File: src/rtl/shift_sequencer_if.sv
// Request/response bundle for the multi-cycle shift unit.
// The master side issues operations; the slave side (the shifter) reports status and result.
interface shift_sequencer_if #(
  parameter int unsigned XLEN = 32,
  parameter int unsigned SHW  = 5
);
  logic            start;
  logic [1:0]      op;
  logic [XLEN-1:0] a;
  logic [SHW-1:0]  shamt;
  logic            kill;
  logic            busy;
  logic            done;
  logic [XLEN-1:0] result;

  modport master (
    output start, op, a, shamt, kill,
    input  busy, done, result
  );

  modport slave (
    input  start, op, a, shamt, kill,
    output busy, done, result
  );
endinterface

File: src/rtl/shift_sequencer.sv
// Iterative SLL/SRL/SRA unit: shifts at most STEP bits per cycle until the amount is consumed.
// Result is registered on entry to DONE and held until the next completed operation.
module shift_sequencer #(
  parameter int unsigned XLEN = 32,
  parameter int unsigned SHW  = 5,
  parameter int unsigned STEP = 4
) (
  input logic               clk,
  input logic               rst,
  shift_sequencer_if.slave  bus
);
  localparam int unsigned KW = $clog2(STEP + 1);

  typedef enum logic [1:0] {
    IDLE,
    SHIFT,
    DONE
  } state_t;

  state_t          state;
  state_t          state_nxt;
  logic [XLEN-1:0] acc;
  logic [XLEN-1:0] acc_shifted;
  logic [XLEN-1:0] result_q;
  logic [SHW-1:0]  cnt;
  logic [SHW-1:0]  cnt_nxt;
  logic [1:0]      op_q;
  logic [KW-1:0]   k;
  logic            pass;

  assign pass = (bus.shamt == '0) || (bus.op == 2'b11);

  // k is kept KW bits wide so the per-cycle shifter only spans 0..STEP positions.
  always_comb begin
    if (cnt > SHW'(STEP)) k = KW'(STEP);
    else                  k = KW'(cnt);
  end

  always_comb begin
    acc_shifted = acc;
    case (op_q)
      2'b00:   acc_shifted = acc << k;
      2'b01:   acc_shifted = acc >> k;
      2'b10:   acc_shifted = XLEN'($signed(acc) >>> k);
      default: acc_shifted = acc;
    endcase
  end

  assign cnt_nxt = cnt - SHW'(k);

  always_ff @(posedge clk) begin
    if (rst) state <= IDLE;
    else     state <= state_nxt;
  end

  always_comb begin
    state_nxt = state;
    case (state)
      IDLE: begin
        if (bus.start) state_nxt = pass ? DONE : SHIFT;
      end
      SHIFT: begin
        if (cnt_nxt == '0) state_nxt = DONE;
      end
      DONE:    state_nxt = IDLE;
      default: state_nxt = IDLE;
    endcase
    if (bus.kill) state_nxt = IDLE;
  end

  always_comb begin
    bus.busy   = (state == SHIFT);
    bus.done   = (state == DONE);
    bus.result = result_q;
  end

  // kill freezes the datapath; only the state register is redirected to IDLE.
  always_ff @(posedge clk) begin
    if (rst) begin
      acc      <= '0;
      cnt      <= '0;
      op_q     <= 2'b00;
      result_q <= '0;
    end else if (!bus.kill) begin
      case (state)
        IDLE: begin
          if (bus.start) begin
            acc  <= bus.a;
            cnt  <= bus.shamt;
            op_q <= bus.op;
            if (pass) result_q <= bus.a;
          end
        end
        SHIFT: begin
          acc <= acc_shifted;
          cnt <= cnt_nxt;
          if (cnt_nxt == '0) result_q <= acc_shifted;
        end
        default: ;
      endcase
    end
  end
endmodule
File: src/flat_wrapper.sv
// flat-port wrapper written by rule: the top's interface ports become plain ports
module shift_sequencer_flat 
#(
  parameter int unsigned XLEN = 32,
  parameter int unsigned SHW  = 5,
  parameter int unsigned STEP = 4
)
  (clk, rst, bus_start, bus_op, bus_a, bus_shamt, bus_kill, bus_busy, bus_done, bus_result);
  shift_sequencer_if #(.XLEN(XLEN), .SHW(SHW)) bus_i ();
  input logic clk;
  input logic rst;
  input wire logic [$bits(bus_i.start)-1:0] bus_start;
  input wire logic [$bits(bus_i.op)-1:0] bus_op;
  input wire logic [$bits(bus_i.a)-1:0] bus_a;
  input wire logic [$bits(bus_i.shamt)-1:0] bus_shamt;
  input wire logic [$bits(bus_i.kill)-1:0] bus_kill;
  output wire logic [$bits(bus_i.busy)-1:0] bus_busy;
  output wire logic [$bits(bus_i.done)-1:0] bus_done;
  output wire logic [$bits(bus_i.result)-1:0] bus_result;
  assign bus_i.start = bus_start;
  assign bus_i.op = bus_op;
  assign bus_i.a = bus_a;
  assign bus_i.shamt = bus_shamt;
  assign bus_i.kill = bus_kill;
  assign bus_busy = bus_i.busy;
  assign bus_done = bus_i.done;
  assign bus_result = bus_i.result;
  shift_sequencer #(.XLEN(XLEN), .SHW(SHW), .STEP(STEP)) u_core (.clk(clk), .rst(rst), .bus(bus_i));
endmodule
File: config.mk
export PLATFORM = sky130hd
export DESIGN_NAME = shift_sequencer_flat
export DESIGN_NICKNAME = d
export VERILOG_FILES = /design/src/rtl/shift_sequencer_if.sv /design/src/rtl/shift_sequencer.sv /design/src/flat_wrapper.sv
export SDC_FILE = /design/constraint.sdc
export NUM_CORES = 1
export LEC_CHECK = 0
export ABC_AREA = 1
export CAP_MARGIN = 5
export CORE_MARGIN = 10
export CORE_UTILIZATION = 36
export CTS_BUF_LIST = sky130_fd_sc_hd__clkbuf_16
export DETAILED_ROUTE_END_ITERATION = 8
export PLACE_DENSITY = 0.66
export SYNTH_ARGS = -nofsm -noshare
export SYNTH_HDL_FRONTEND = slang
export SYNTH_SLANG_ARGS = --single-unit
File: constraint.sdc
create_clock -name clk -period 4 [get_ports clk]
set_clock_uncertainty 0.05 [all_clocks]
set_input_delay 1 -clock clk [delete_from_list [all_inputs] [get_ports clk]]
set_output_delay 1 -clock clk [all_outputs]
set_load 0.05 [all_outputs]
==> summary.txt <==
Critical path
  – Worst setup path endpoint: bus_done
  – CP required: 2.95 ns
  – Crit path DAT: 1.76 ns
  – Top Family by Delay on Critical Path: buffers and inverters
  – R2R setup slack: 1.20 ns
  – Critical-path cell list: inv_2 -> nor2_1 -> clkdlybuf4s50_1
  – Worst setup EP type: primary output
  – FF-to-FF path depth: 13
  – Max FO, Critical Path: 3
  – Slowest cell on crit path: clkdlybuf4s50_1
  – Max stage delay on crit path: 0.81 ns
  – Startpoint Class: flop
  – Setup CP Type: reg2out
  – Worst Path Buf+Inv: 2
  – Reg2reg start: u_core.cnt[3]
  – Worst setup path start: u_core.state[1]
  – Reg2Reg Capture Point: u_core.bus.result[13]
  – WP depth: 3

Job
  – Max cap viols: 0

Finish
  – Fillcell total: 1975
  – Post-Route Utilization: 0.430
  – P&R area growth vs syn: 18.2%
  – Storage element area: 1460 um2
  – Ant. Diodes: 0
  – Fin nets: 1235
  – Layout cells sized above 1: 0.0435
  – Area of the multi-input gates: 3910 um2

Logic synthesis
  – Most common cell in the netlist: nand2_1
  – Post-synth EDFFs: 0
  – Most used flip-flop cell after synthesis: dfxtp_1
  – Synthesis Warnings: 0
  – #FFs+latches synth: 73
  – Async S/R FF share, synth: 0
  – Top cells by area, synth: dfxtp_1 23%, nand2_1 23%, nand3_1 19%
  – Sequential fraction of the synthesis area: 0.234
  – Post-Syn Instances: 1157
  – Count of cell types in the netlist: 30
  – Mapped cell area: 6240 um2
  – Most common library cells after synthesis: 385 x nand2_1, 243 x nand3_1, 129 x inv_1
  – Area fraction of the dominant cell type after synthesis: 0.234
  – Post-Syn Nets: 1201
  – Avg Cell Area, Syn: 5.40 um2
  – Synth area leader: dfxtp_1

Global route
  – Largest net degree at the start of global routing: 62
  – Vias in the first global route: 7062
  – Met1 usage: 0.246
  – Antenna violations before repair: 0
  – M3 GR Usage: 0.0359
  – Global-route wire length before repair: 34900 um
  – GR met2 Demand/Resource: 0.293
  – Tot GR Track Use: 0.184
  – GR peak layer: met2
  – GR Overflow Total: 0

Clocking
  – CTS clock-pin slew for the worst setup and hold paths: 0.06 ns
  – Resize count post-CTS: 0
  – Clock latency at the later pin of the worst-skew pair: 0.35 ns
  – CTS tree: yes
  – CTS Hold Buffers Added: 0
  – Clock Path Buffers: 2
  – H-tree depth: 3
  – Clk sink count: 73
  – CTS Buf Count: 9
  – Setup Buffers After CTS: 0
  – CTS Root Cell: clkbuf_16

Drt
  – Routed Antenna Nets: 0
  – Routed vias/inst: 5.28
  – DR pass1 iterations: 6
  – First DRT Iteration DRCs: 893
  – Residual DRC count: 0
  – Routed length per placed instance: 14.9 um
  – Post-Route WL: 21200 um
  – Via count: 7496

Outcome
  – Status: completed

Floorplanning
  – I/O pin count: 77
  – Initial Util: 0.363
  – Die H: 152 um
  – Die area: 23000 um2
  – Core area: 17200 um2
  – Row cnt: 48
  – Die Width: 152 um

STA
  – Fmax: 0.356 GHz
  – Actual slew at the worst max-slew pin: 0.705 ns
  – Final Hold Viols: 0
  – Tmin final: 2.81 ns
  – Worst slew margin: 0.529
  – Finish-stage setup viols: 0
  – Final Slew Violations: 0
  – Fin crit share: 0.702
  – Setup TNS: 0 ns
  – RSZ-0062 raised after global routing: no
  – Worst hold slack: 0.470 ns

Placement
  – I/O Buffers: 76
  – Final GP Congestion: 0.913
  – HPWL after DPL: 14800 um

Power and ir drop
  – Worst vdd ir: 0.227 mV
  – PwrDens: 370 nW/um2
  – Leakage power: 3.76 nW

Worst hold path
  – Worst Hold Class: reg2reg
-- per-stage QoR --
stage	setup slack, ns	cell area (um2)	cells	power (mW)
6_report	1.19	7380	1421	2.73
5_1_grt	0.906	7380	1421	2.91
4_1_cts	1.18	7380	1421	2.73
3_5_place_dp	0.856	7110	1405	1.99
3_3_place_gp	0.906	7110	1405	1.99
2_1_floorplan	1.64	6240	1157	1.67
-- logic make-up (layout without fill, tap and decap cells) --
kind of cell | Yosys count | count (layout) | share of synthesized area
simple gates | 740 | 740 | 0.517
buf+inv | 213 | 252 | 0.139
compound gates | 129 | 129 | 0.107
flops | 73 | 73 | 0.234
fa+ha+maj | 1 | 1 | 0.00200
other cells | 1 | 1 | 0.000601
-- flip-flops by register name (all words and copies together), names as in the netlist --
name,count
u_core.acc,32
u_core.bus.result,32
u_core.cnt,5
u_core.op_q,2
u_core.state,2
-- routing by layer --
layer,part of all wire,vias to the layer above
met4,0.013,0
met2,0.46,304
met1,0.46,3359
met3,0.075,22
li1,-,3811
met5,0,-
-- final cells by class --
| cell class | count | area share |
|---|---|---|
| inverter | 139 | 0.0707 |
| clock buffer | 9 | 0.0305 |
| clock inverter | 7 | 0.00526 |
| multi-input combinational | 871 | 0.530 |
| tap | 225 | 0.0382 |
| sequential | 73 | 0.198 |
| timing repair buffer | 97 | 0.127 |
-- layout by cell type, fill, tap and decap left out, drive strengths merged --
cell type | synthesis | routed
nand2 | 386 | 386
nand3 | 245 | 245
inv | 136 | 137
a21oi | 101 | 101
clkdlybuf4s50 | 0 | 75
dfxtp | 73 | 73
nor2 | 70 | 70
nand4 | 36 | 36
buf | 42 | 22
o21ai | 20 | 20
clkbuf | 32 | 9
clkinv | 3 | 8
a221oi | 3 | 3
nor3 | 3 | 3
o211ai | 2 | 2
a31oi | 1 | 1
o21bai | 1 | 1
a21boi | 1 | 1
ha | 1 | 1
conb | 1 | 1
clkinvlp | 0 | 1
-- worst reg2reg max path, delay by kind of cell, from the launching register on --
kind                   cells  cell delay, ns
buffers and inverters      4            1.01
AOI/OAI and AO/OA          2            0.33
DFF                        1            0.39
and+or+nand+nor            7            0.98
-- where the power goes --
| part | switching (mW) | leakage (nW) | internal, mW | total, mW |
|---|---|---|---|---|
| clock | 0.322 | 0.134 | 0.413 | 0.735 |
| sequential | 0.0367 | 0.600 | 0.788 | 0.824 |
| combinational | 0.802 | 3.02 | 0.369 | 1.17 |
| total | 1.16 | 3.76 | 1.57 | 2.73 |
-- worst min path at each step --
| stage | startpoint | end | slack, ns | cells after the start |
|---|---|---|---|---|
| final | u_core.bus.result[31] | u_core.bus.result[31] | 0.47 | 4 |
| after global routing | u_core.bus.result[19] | u_core.bus.result[19] | 0.51 | 4 |
| after CTS | u_core.bus.result[31] | u_core.bus.result[31] | 0.47 | 4 |
| after detailed placement | u_core.bus.result[31] | u_core.bus.result[31] | 0.46 | 4 |
| after global placement | u_core.bus.result[0] | u_core.bus.result[0] | 0.45 | 4 |
| after floorplan | u_core.op_q[0] | u_core.op_q[0] | 0.43 | 2 |
Note: power is estimated with default switching activity, not from simulation.
